### src/rtl/sinegen_pkg.sv
// Shared types and helpers for the two-requester sine LUT scheduler.
// Holds the FSM state encoding, default widths and the cosine address offset.
package sinegen_pkg;

    localparam int DEF_ADDR_W  = 6;
    localparam int DEF_DATA_W  = 8;
    localparam int DEF_LEN_W   = 8;
    localparam int DEF_LUT_LAT = 1;

    typedef enum logic [1:0] {
        ST_IDLE  = 2'd0,
        ST_RUN   = 2'd1,
        ST_DRAIN = 2'd2
    } state_t;

    // A quarter period of the LUT turns a sine address into a cosine address.
    function automatic int quarter_offset(input int addr_w);
        return 1 << (addr_w - 2);
    endfunction

endpackage

### src/rtl/sinegen_sched_if.sv
// Requester-facing bus of the scheduler: burst commands in, tagged samples and done pulses out.
// The master side is the waveform consumer, the slave side is the scheduler.
interface sinegen_sched_if #(
    parameter int ADDR_W = 6,
    parameter int LEN_W  = 8,
    parameter int DATA_W = 8
) ();
    logic [1:0]          req_valid;
    logic [1:0]          req_ready;
    logic [1:0]          req_cos;
    logic [2*ADDR_W-1:0] req_step;
    logic [2*LEN_W-1:0]  req_len;
    logic                sample_valid;
    logic [DATA_W-1:0]   sample_out;
    logic                sample_id;
    logic                sample_last;
    logic [1:0]          done;

    modport master (
        output req_valid, req_cos, req_step, req_len,
        input  req_ready, sample_valid, sample_out, sample_id, sample_last, done
    );

    modport slave (
        input  req_valid, req_cos, req_step, req_len,
        output req_ready, sample_valid, sample_out, sample_id, sample_last, done
    );
endinterface

### src/rtl/sinegen_sched_rr_arb2.sv
// Two-way round-robin arbiter: a lone requester wins, a tie goes to the one not granted last.
// The history bit only moves when a grant is actually taken.
module rr_arb2 (
    input  logic       clk,
    input  logic       reset,
    input  logic [1:0] i_valid,
    input  logic       i_accept,
    output logic [1:0] o_grant
);
    logic r_last_grant;

    always_comb begin
        o_grant = 2'b00;
        case (i_valid)
            2'b01:   o_grant = 2'b01;
            2'b10:   o_grant = 2'b10;
            2'b11:   o_grant = r_last_grant ? 2'b01 : 2'b10;
            default: o_grant = 2'b00;
        endcase
    end

    always_ff @(posedge clk) begin
        if (reset) begin
            r_last_grant <= 1'b1;
        end else if (i_accept) begin
            r_last_grant <= o_grant[1];
        end
    end
endmodule

### src/rtl/sinegen_sched.sv
// Shares one sine LUT between two burst requesters: issues one LUT read per cycle,
// returns samples tagged with owner/last after the LUT latency, then pulses done.
module sinegen_sched
    import sinegen_pkg::*;
#(
    parameter int ADDR_W  = DEF_ADDR_W,
    parameter int DATA_W  = DEF_DATA_W,
    parameter int LEN_W   = DEF_LEN_W,
    parameter int LUT_LAT = DEF_LUT_LAT
) (
    input  logic              clk,
    input  logic              reset,
    sinegen_sched_if.slave    req_if,
    input  logic              abort,
    output logic              lut_en,
    output logic [ADDR_W-1:0] lut_addr,
    input  logic [DATA_W-1:0] lut_data
);
    localparam logic [ADDR_W-1:0] QUARTER = ADDR_W'(quarter_offset(ADDR_W));

    state_t             r_state;
    state_t             w_state_next;
    logic [ADDR_W-1:0]  r_phase;
    logic [ADDR_W-1:0]  r_step;
    logic [LEN_W-1:0]   r_count;
    logic               r_cos;
    logic               r_owner;
    logic               r_zero;

    logic [1:0]         w_grant;
    logic               w_accept;
    logic               w_acc_id;
    logic [LEN_W-1:0]   w_acc_len;
    logic [ADDR_W-1:0]  w_acc_step;
    logic               w_last;
    logic               w_drain_done;

    // Pipeline entry: [2]=issued, [1]=owner, [0]=last
    logic [2:0]         r_pipe [LUT_LAT];
    logic               w_tail_en;
    logic               w_tail_last;

    logic               r_sample_valid;
    logic [DATA_W-1:0]  r_sample_out;
    logic               r_sample_id;
    logic               r_sample_last;
    logic [1:0]         r_done;

    rr_arb2 u_arb (
        .clk      (clk),
        .reset    (reset),
        .i_valid  (req_if.req_valid),
        .i_accept (w_accept),
        .o_grant  (w_grant)
    );

    assign req_if.req_ready = (r_state == ST_IDLE) ? w_grant : 2'b00;
    assign w_accept   = |(req_if.req_valid & req_if.req_ready);
    assign w_acc_id   = w_grant[1];
    assign w_acc_len  = req_if.req_len[(w_acc_id ? LEN_W : 0) +: LEN_W];
    assign w_acc_step = req_if.req_step[(w_acc_id ? ADDR_W : 0) +: ADDR_W];

    assign w_last       = (r_count == LEN_W'(1)) | abort;
    assign w_tail_en    = r_pipe[LUT_LAT-1][2];
    assign w_tail_last  = r_pipe[LUT_LAT-1][0];
    // A zero-length burst has nothing in flight, so it completes one cycle after accept.
    assign w_drain_done = (r_state == ST_DRAIN) & (r_zero | (w_tail_en & w_tail_last));

    always_ff @(posedge clk) begin
        if (reset) begin
            r_state <= ST_IDLE;
        end else begin
            r_state <= w_state_next;
        end
    end

    always_comb begin
        w_state_next = r_state;
        lut_en       = 1'b0;
        lut_addr     = '0;
        case (r_state)
            ST_IDLE: begin
                if (w_accept) begin
                    w_state_next = (w_acc_len != '0) ? ST_RUN : ST_DRAIN;
                end
            end
            ST_RUN: begin
                lut_en   = 1'b1;
                lut_addr = r_phase + (r_cos ? QUARTER : '0);
                if (w_last) begin
                    w_state_next = ST_DRAIN;
                end
            end
            ST_DRAIN: begin
                if (w_drain_done) begin
                    w_state_next = ST_IDLE;
                end
            end
            default: w_state_next = ST_IDLE;
        endcase
    end

    always_ff @(posedge clk) begin
        if (reset) begin
            r_phase <= '0;
            r_step  <= '0;
            r_count <= '0;
            r_cos   <= 1'b0;
            r_owner <= 1'b0;
            r_zero  <= 1'b0;
        end else if (w_accept) begin
            r_phase <= '0;
            r_step  <= w_acc_step;
            r_count <= w_acc_len;
            r_cos   <= req_if.req_cos[w_acc_id];
            r_owner <= w_acc_id;
            r_zero  <= (w_acc_len == '0);
        end else if (r_state == ST_RUN) begin
            r_phase <= r_phase + r_step;
            r_count <= r_count - LEN_W'(1);
        end
    end

    always_ff @(posedge clk) begin
        if (reset) begin
            r_pipe[0] <= '0;
        end else begin
            r_pipe[0] <= {lut_en, r_owner, lut_en & w_last};
        end
    end

    generate
        for (genvar gi = 1; gi < LUT_LAT; gi++) begin : g_pipe
            always_ff @(posedge clk) begin
                if (reset) begin
                    r_pipe[gi] <= '0;
                end else begin
                    r_pipe[gi] <= r_pipe[gi-1];
                end
            end
        end
    endgenerate

    always_ff @(posedge clk) begin
        if (reset) begin
            r_sample_valid <= 1'b0;
            r_sample_out   <= '0;
            r_sample_id    <= 1'b0;
            r_sample_last  <= 1'b0;
            r_done         <= 2'b00;
        end else begin
            r_sample_valid <= w_tail_en;
            r_sample_last  <= w_tail_en & w_tail_last;
            if (w_tail_en) begin
                r_sample_out <= lut_data;
                r_sample_id  <= r_pipe[LUT_LAT-1][1];
            end
            r_done <= 2'b00;
            if (w_drain_done) begin
                r_done[r_owner] <= 1'b1;
            end
        end
    end

    assign req_if.sample_valid = r_sample_valid;
    assign req_if.sample_out   = r_sample_out;
    assign req_if.sample_id    = r_sample_id;
    assign req_if.sample_last  = r_sample_last;
    assign req_if.done         = r_done;
endmodule
### src/flat_wrapper.sv
// flat-port wrapper written by rule: the top's interface ports become plain ports
module sinegen_sched_flat import sinegen_pkg::*;
#(
    parameter int ADDR_W  = DEF_ADDR_W,
    parameter int DATA_W  = DEF_DATA_W,
    parameter int LEN_W   = DEF_LEN_W,
    parameter int LUT_LAT = DEF_LUT_LAT
)
  (clk, reset, abort, lut_en, lut_addr, lut_data, req_if_req_valid, req_if_req_cos, req_if_req_step, req_if_req_len, req_if_req_ready, req_if_sample_valid, req_if_sample_out, req_if_sample_id, req_if_sample_last, req_if_done);
  sinegen_sched_if #(.ADDR_W(ADDR_W), .LEN_W(LEN_W), .DATA_W(DATA_W)) req_if_i ();
  input  logic clk;
  input  logic reset;
  input  logic abort;
  output logic lut_en;
  output logic [ADDR_W-1:0] lut_addr;
  input  logic [DATA_W-1:0] lut_data;
  input wire logic [$bits(req_if_i.req_valid)-1:0] req_if_req_valid;
  input wire logic [$bits(req_if_i.req_cos)-1:0] req_if_req_cos;
  input wire logic [$bits(req_if_i.req_step)-1:0] req_if_req_step;
  input wire logic [$bits(req_if_i.req_len)-1:0] req_if_req_len;
  output wire logic [$bits(req_if_i.req_ready)-1:0] req_if_req_ready;
  output wire logic [$bits(req_if_i.sample_valid)-1:0] req_if_sample_valid;
  output wire logic [$bits(req_if_i.sample_out)-1:0] req_if_sample_out;
  output wire logic [$bits(req_if_i.sample_id)-1:0] req_if_sample_id;
  output wire logic [$bits(req_if_i.sample_last)-1:0] req_if_sample_last;
  output wire logic [$bits(req_if_i.done)-1:0] req_if_done;
  assign req_if_i.req_valid = req_if_req_valid;
  assign req_if_i.req_cos = req_if_req_cos;
  assign req_if_i.req_step = req_if_req_step;
  assign req_if_i.req_len = req_if_req_len;
  assign req_if_req_ready = req_if_i.req_ready;
  assign req_if_sample_valid = req_if_i.sample_valid;
  assign req_if_sample_out = req_if_i.sample_out;
  assign req_if_sample_id = req_if_i.sample_id;
  assign req_if_sample_last = req_if_i.sample_last;
  assign req_if_done = req_if_i.done;
  sinegen_sched #(.ADDR_W(ADDR_W), .DATA_W(DATA_W), .LEN_W(LEN_W), .LUT_LAT(LUT_LAT)) u_core (.clk(clk), .reset(reset), .req_if(req_if_i), .abort(abort), .lut_en(lut_en), .lut_addr(lut_addr), .lut_data(lut_data));
endmodule
### config.mk
export PLATFORM = sky130hd
export DESIGN_NAME = sinegen_sched_flat
export DESIGN_NICKNAME = d
export VERILOG_FILES = /design/src/rtl/sinegen_pkg.sv /design/src/rtl/sinegen_sched_if.sv /design/src/rtl/sinegen_sched_rr_arb2.sv /design/src/rtl/sinegen_sched.sv /design/src/flat_wrapper.sv
export SDC_FILE = /design/constraint.sdc
export NUM_CORES = 1
export LEC_CHECK = 0
export CORE_MARGIN = 5
export CORE_UTILIZATION = 50
export CTS_CLUSTER_DIAMETER = 50
export DETAILED_ROUTE_END_ITERATION = 10
export PLACE_DENSITY = 0.84
export SLEW_MARGIN = 20
export SYNTH_ARGS = -nofsm -noshare
export SYNTH_HDL_FRONTEND = slang
export SYNTH_HIERARCHICAL = 1
export SYNTH_SLANG_ARGS = --single-unit
export TNS_END_PERCENT = 1
### constraint.sdc
create_clock -name clk -period 5.55 [get_ports clk]
set_input_delay 0.8325 -clock clk [delete_from_list [all_inputs] [get_ports clk]]
set_output_delay 0.8325 -clock clk [all_outputs]
set_load 0.02 [all_outputs]
# == Word-level counts from Yosys, hierarchy flattened ==
# Memories as Yosys holds them, arrays and structs flattened.
# Cells that the tools add are included.
# totals
ramBits,3
register_bits,39
memories,1
output_inout_bits,22
inputBits,43
# memory_table
memory,depth,word_bits,rd,rd_ports_with_merged_regs,write_ports,line_no,text
u_core.r_pipe,1,3,1,0,1,sinegen_sched.sv:39,logic [2:0] r_pipe [LUT_LAT];
# op_classes
n_addsub,3
n_eq_ne,9
magnitude_cmp,3
mux,24
n_bitwise,7
n_reduce_logical,10
shift,2
# ops
cell,count
12-bit by 32-bit variable part select with 6-bit output,1
16-bit by 32-bit variable part select with 8-bit output,1
8-bit two-way mux,2
6-bit adder,2
2-bit two-way mux,6
2-bit case mux with 3 select lines,2
"8-bit by 1-bit equality test with 1-bit output, second input constant",1
8-bit logical NOT,1
1-bit two-way mux,8
8-bit nonzero test,1
"8-bit by 1-bit subtractor with 8-bit output, second input constant",1
"2-bit equality test, second input constant",3
3-bit two-way mux,2
6-bit two-way mux,1
3-bit OR reduction,2
5-bit two-way mux,1
"2-bit by 1-bit equality test with 1-bit output, second input constant",2
"1-bit by 2-bit less-than comparator with 1-bit output, second input constant",2
4-bit two-way mux,1
"2-bit by 1-bit inequality test with 1-bit output, second input constant",2
2-bit OR reduction,2
1-bit bitwise AND,3
3-bit AND reduction,1
2-bit bitwise AND,1
8 further kinds,9

# == Depth between registers and ports, before layout ==
# depth
ltp_word,8
depth_mapped,8
depth_no_buf,7

# == By module ==
# Netlist, hierarchy kept.
# by_module_without_submodules
mod,cells_per_inst,instances,seq_area_each_um2,area_each_um2
sinegen_sched,235,1,820.8,2093.3
rr_arb2,6,1,20.0,53.8

# == Least setup slack after synthesis ==
# No wires, ideal clock.
# synth_timing
kind,input -> output
startpoint,input req_if_req_valid[1]
endpoint,output req_if_req_ready[1]
path_slack_ns,2.867
arrival_ns,1.850
path_buffers,1
stages,4
cell_sequence,a21boi_1 buf_2 inv_1 nor3_1
# synth_between
elab_chain_cells,3
word_cells_on_any_way,5
classes_between,3 x eq/ne; 2 x mux
# synth_rtl
element,line_no,text
from (decl),flat_wrapper.sv:17,input wire logic [$bits(req_if_i.req_valid)-1:0] req_if_req_valid;
2-bit equality test or 2-bit by 1-bit equality test with 1-bit output (tied branches),sinegen_sched_rr_arb2.sv:14,case (i_valid)
2-bit case mux with 3 select lines (*),sinegen_sched_rr_arb2.sv:14,
2-bit two-way mux (*),sinegen_sched.sv:57,assign req_if.req_ready = (r_state == ST_IDLE) ? w_grant : 2'b00;
to (decl),flat_wrapper.sv:21,output wire logic [$bits(req_if_i.req_ready)-1:0] req_if_req_ready;
# Every way passes the cells marked *; elsewhere a longest branch is shown, timed or not.

# == Worst setup path after layout ==
# layout_timing
startpoint,input req_if_req_valid[1]
endpoint,output req_if_req_ready[1]
# layout_between
elab_chain_cells,3
word_cells_on_any_way,5
classes_between,3 x eq/ne; 2 x mux
# layout_rtl
element,line_no,text
2-bit equality test or 2-bit by 1-bit equality test with 1-bit output (tied branches),sinegen_sched_rr_arb2.sv:14,
2-bit case mux with 3 select lines (*),sinegen_sched_rr_arb2.sv:14,
net u_core.w_grant[1],sinegen_sched.sv:30,logic [1:0] w_grant;
2-bit two-way mux (*),sinegen_sched.sv:57,
# Mark *: on every way through the listed nets, which the timed path passes. The rest lies on a longest branch.

==> flow_results.xml <==
<?xml version="1.0" encoding="UTF-8"?>
<metrics>
  <group name="setup_path">
    <metric name="r2r-end" unit="">u_core/r_phase[5]$_SDFFE_PP0P_</metric>
    <metric name="cp.required" unit="ns">4.72</metric>
    <metric name="timing.critical_path.from_type" unit="">input port</metric>
    <metric name="critical_path.reg2reg.startpoint" unit="">u_core/r_state[0]$_SDFFE_PP0P_</metric>
    <metric name="criticalPathCategory" unit="">in -&gt; out</metric>
    <metric name="worstSetupEndpointType" unit="">output port</metric>
    <metric name="critical_path.max_fanout" unit="">21</metric>
    <metric name="cp_data_arrival_time" unit="ns">2.78</metric>
    <metric name="r2r_slack" unit="ns">3.44</metric>
    <metric name="reg2reg_depth" unit="">5</metric>
  </group>
  <group name="grt">
    <metric name="pin_count_of_the_biggest_net_entering_global_routing" unit="">36</metric>
    <metric name="globalRoute.totalOverflow" unit="">0</metric>
    <metric name="grt_util_all_layers" unit="">0.189</metric>
    <metric name="initial_antenna_violation_count" unit="">0</metric>
    <metric name="grt_first_pass_wirelength" unit="um">8380</metric>
    <metric name="vias_in_the_first_global_route" unit="">1880</metric>
  </group>
  <group name="final_layout">
    <metric name="flow.area_growth_from_synthesis" unit="%">36.2</metric>
    <metric name="number_of_antenna_diodes" unit="">0</metric>
    <metric name="register_area" unit="um^2">841</metric>
    <metric name="drive_gt1_frac" unit="">0.0594</metric>
    <metric name="fillers" unit="">335</metric>
    <metric name="layout.core_utilization" unit="">0.716</metric>
    <metric name="multi_input_comb_area" unit="um^2">1210</metric>
    <metric name="finalNetCount" unit="">354</metric>
  </group>
  <group name="timing">
    <metric name="worst_pin_slew" unit="ns">0.623</metric>
    <metric name="timing.final.setup_violations" unit="">0</metric>
    <metric name="clock_skew" unit="ns">0.00547</metric>
    <metric name="final.min_clock_period" unit="ns">3.61</metric>
    <metric name="final.period_utilization" unit="">0.650</metric>
    <metric name="final-hold-violation-count" unit="">0</metric>
    <metric name="max-slew-margin-rel" unit="">0.585</metric>
    <metric name="max_clock_freq" unit="MHz">277</metric>
    <metric name="finalWorstSetupSlack" unit="ns">1.94</metric>
    <metric name="final_max_slew_viol_count" unit="">0</metric>
    <metric name="hold_slack" unit="ns">0.452</metric>
    <metric name="setup_total_negative_slack" unit="ns">0</metric>
    <metric name="unrepaired_setup_endpoints_after_global_routing" unit="">false</metric>
  </group>
  <group name="yosys">
    <metric name="synthMostInstantiatedCell" unit="">dfxtp_1</metric>
    <metric name="synth.cells.most_frequent" unit="">42 x dfxtp_1, 29 x nor2_1, 20 x mux2i_1</metric>
    <metric name="synth.largest_area_cell" unit="">dfxtp_1</metric>
    <metric name="synth.net_count" unit="">293</metric>
    <metric name="mappedNetlistArea" unit="um^2">2150</metric>
    <metric name="yosysWarnings" unit="">6</metric>
    <metric name="synthFlopType" unit="">dfxtp_1</metric>
    <metric name="syn_avg_cell_area" unit="um^2">8.91</metric>
    <metric name="synth_largest_type_area_fraction" unit="">0.392</metric>
    <metric name="synthTopCellsByArea" unit="">dfxtp_1 39%, mux2i_1 9.3%, a211oi_1 5.2%, nor2_1 5.1%, ha_1 4.7%</metric>
    <metric name="async_reset_ff_frac" unit="">0</metric>
    <metric name="synth_enable_flop_cells" unit="">0</metric>
    <metric name="syn-instance-count" unit="">241</metric>
    <metric name="synth.ff_latch_count" unit="">42</metric>
    <metric name="seq_area_frac_synth" unit="">0.392</metric>
    <metric name="synthDistinctLibCells" unit="">44</metric>
  </group>
  <group name="detailed_routing">
    <metric name="drt-vias-per-instance" unit="">5.51</metric>
    <metric name="detail_route.iter0.violations" unit="">96</metric>
    <metric name="route.detailed.wl_per_inst" unit="um">14.5</metric>
    <metric name="wl_met2" unit="um">2570</metric>
    <metric name="totalWireLength" unit="um">5140</metric>
    <metric name="drc" unit="">0</metric>
    <metric name="first_pass_iters" unit="">4</metric>
    <metric name="residual_antenna_violating_net_count_after_detailed_routing" unit="">0</metric>
    <metric name="routed-wl-met3" unit="um">358</metric>
    <metric name="route.vias.total" unit="">1946</metric>
    <metric name="route.top_layer_used" unit="">met4</metric>
    <metric name="met1_wl" unit="um">2180</metric>
  </group>
  <group name="placed_design">
    <metric name="finalWeightedCongestion" unit="">0.847</metric>
    <metric name="portBuffers" unit="">64</metric>
    <metric name="place_worst_setup_slack" unit="ns">1.94</metric>
    <metric name="hpwl" unit="um">3940</metric>
  </group>
  <group name="floorplanning">
    <metric name="design.portCount" unit="">65</metric>
    <metric name="core_region_area" unit="um^2">4090</metric>
    <metric name="die_w" unit="um">75.5</metric>
    <metric name="vert_die_dim" unit="um">75.5</metric>
    <metric name="row_count" unit="">23</metric>
    <metric name="start_util" unit="">0.525</metric>
    <metric name="design.die.area" unit="um^2">5700</metric>
  </group>
  <group name="cts">
    <metric name="htree_levels" unit="">2</metric>
    <metric name="cts_post_setup_buffers_inserted" unit="">0</metric>
    <metric name="clk_latency" unit="ns">0.29</metric>
    <metric name="worst_setup_hold_path_clk_slew" unit="ns">0.08</metric>
    <metric name="cts_buffers" unit="">5</metric>
    <metric name="cts_tree" unit="">done</metric>
    <metric name="clock_sinks" unit="">42</metric>
    <metric name="maximum_clock_insertion_buffer_count" unit="">2</metric>
    <metric name="post_cts_resize_count" unit="">0</metric>
    <metric name="ctsRootBufferMaster" unit="">clkbuf_8</metric>
    <metric name="holdBufCountCts" unit="">0</metric>
  </group>
  <group name="worst_hold_path">
    <metric name="whs_endpoint" unit="">u_core/req_if.done[0]$_SDFF_PP0_</metric>
    <metric name="hold_path_depth" unit="">1</metric>
    <metric name="min-delay-start" unit="">u_core/r_owner$_SDFFE_PP0P_</metric>
    <metric name="timing.hold.worst.class" unit="">reg -&gt; reg</metric>
  </group>
  <group name="job">
    <metric name="maxCapViolations" unit="">0</metric>
  </group>
  <group name="power">
    <metric name="max-vdd-ir-drop" unit="V">0.000141</metric>
    <metric name="power-per-cell-area" unit="nW/um^2">262</metric>
    <metric name="p_total" unit="mW">0.766</metric>
    <metric name="power.leakage" unit="nW">1.09</metric>
  </group>
  <group name="status">
    <metric name="status" unit="">complete, no violations</metric>
  </group>
</metrics>
## sequential cells by signal (all words and copies together) (netlist names)
name and count:
u_core/req_if.sample_id 1, u_core/r_step 6, u_core/u_arb/r_last_grant 1, u_core/r_owner 1
u_core/r_zero 1, u_core/r_phase 6, u_core/req_if.sample_valid 1, u_core/req_if.sample_out 8
u_core/r_state 2, u_core/req_if.done 2, u_core/r_count 8, u_core/r_cos 1
u_core/r_pipe 3, u_core/req_if.sample_last 1
## logic make-up (layout without fill, tap and decap cells)
kind of cell / Yosys count / count (layout) / synth area share
muxes: 24 / 24 / 0.114
buffers and inverters: 23 / 85 / 0.0460
DFF: 42 / 42 / 0.392
adders and majority gates: 9 / 9 / 0.0559
xor gates and xnor gates: 4 / 4 / 0.0163
and+or+nand+nor: 84 / 84 / 0.198
AOI/OAI and AO/OA: 55 / 55 / 0.178
## layer usage
metal,global-route usage,vias to the layer above
li1,-,995
met1,0.231,887
met2,0.343,60
met3,0.0383,4
met4,0.0350,0
met5,0,-
## stage by stage
| step | instances | instance area (um^2) |
|---|---|---|
| 2_1_floorplan | 241 | 2150 |
| 3_3_place_gp | 345 | 2810 |
| 3_5_place_dp | 345 | 2810 |
| 4_1_cts | 353 | 2920 |
| 5_1_grt | 353 | 2920 |
| 6_report | 353 | 2920 |
## worst max-delay path: stages
cell and delay (ns):
clkdlybuf4s50_1 0.52, a21boi_2 0.17, buf_4 0.30, inv_1 0.12
nor3_1 0.20, clkdlybuf4s50_1 0.63
## cell usage in the layout (no fill, tap or decap), types with 3 or more instances in the layout
master and n:
a31oi_1 3, nor2_1 29, a21oi_1 11, clkbuf_8 5, ha_1 8, o21ai_0 6, nand2b_1 3, nor3_1 5
xnor2_1 3, nand2_1 12, a22oi_1 4, mux2_2 3, mux2i_1 20, and2_1 9, nor2b_1 7, nand3_1 6
dfxtp_1 42, clkdlybuf4s50_1 64, a211oi_1 15, a21o_1 4, nor4_1 5, nor4bb_1 3, inv_1 9
## worst max path at each step
stage / from / end / slack, ns
floorplan: req_if_req_valid[1] / req_if_req_ready[1] / 2.87
global placement: req_if_req_valid[1] / req_if_req_ready[1] / 2.01
detailed placement: req_if_req_valid[0] / req_if_req_ready[1] / 1.94
CTS: req_if_req_valid[1] / req_if_req_ready[1] / 1.94
global route: req_if_req_valid[1] / req_if_req_ready[1] / 1.86
finish: req_if_req_valid[1] / req_if_req_ready[1] / 1.94
## area by class of cell
type	instances	area share
clock buffer	5	0.0235
inverter	11	0.0141
multi-input combinational	176	0.414
sequential	42	0.288
clock inverter	3	0.0150
tap	50	0.0214
timing repair buffer	66	0.224
## report_power, final
part | internal, mW | total (mW) | switching, mW
Sequential | 0.325 | 0.347 | 0.0222
Combinational | 0.0893 | 0.177 | 0.0879
Clock | 0.135 | 0.241 | 0.107
Note: power is estimated with default switching activity, not from simulation.
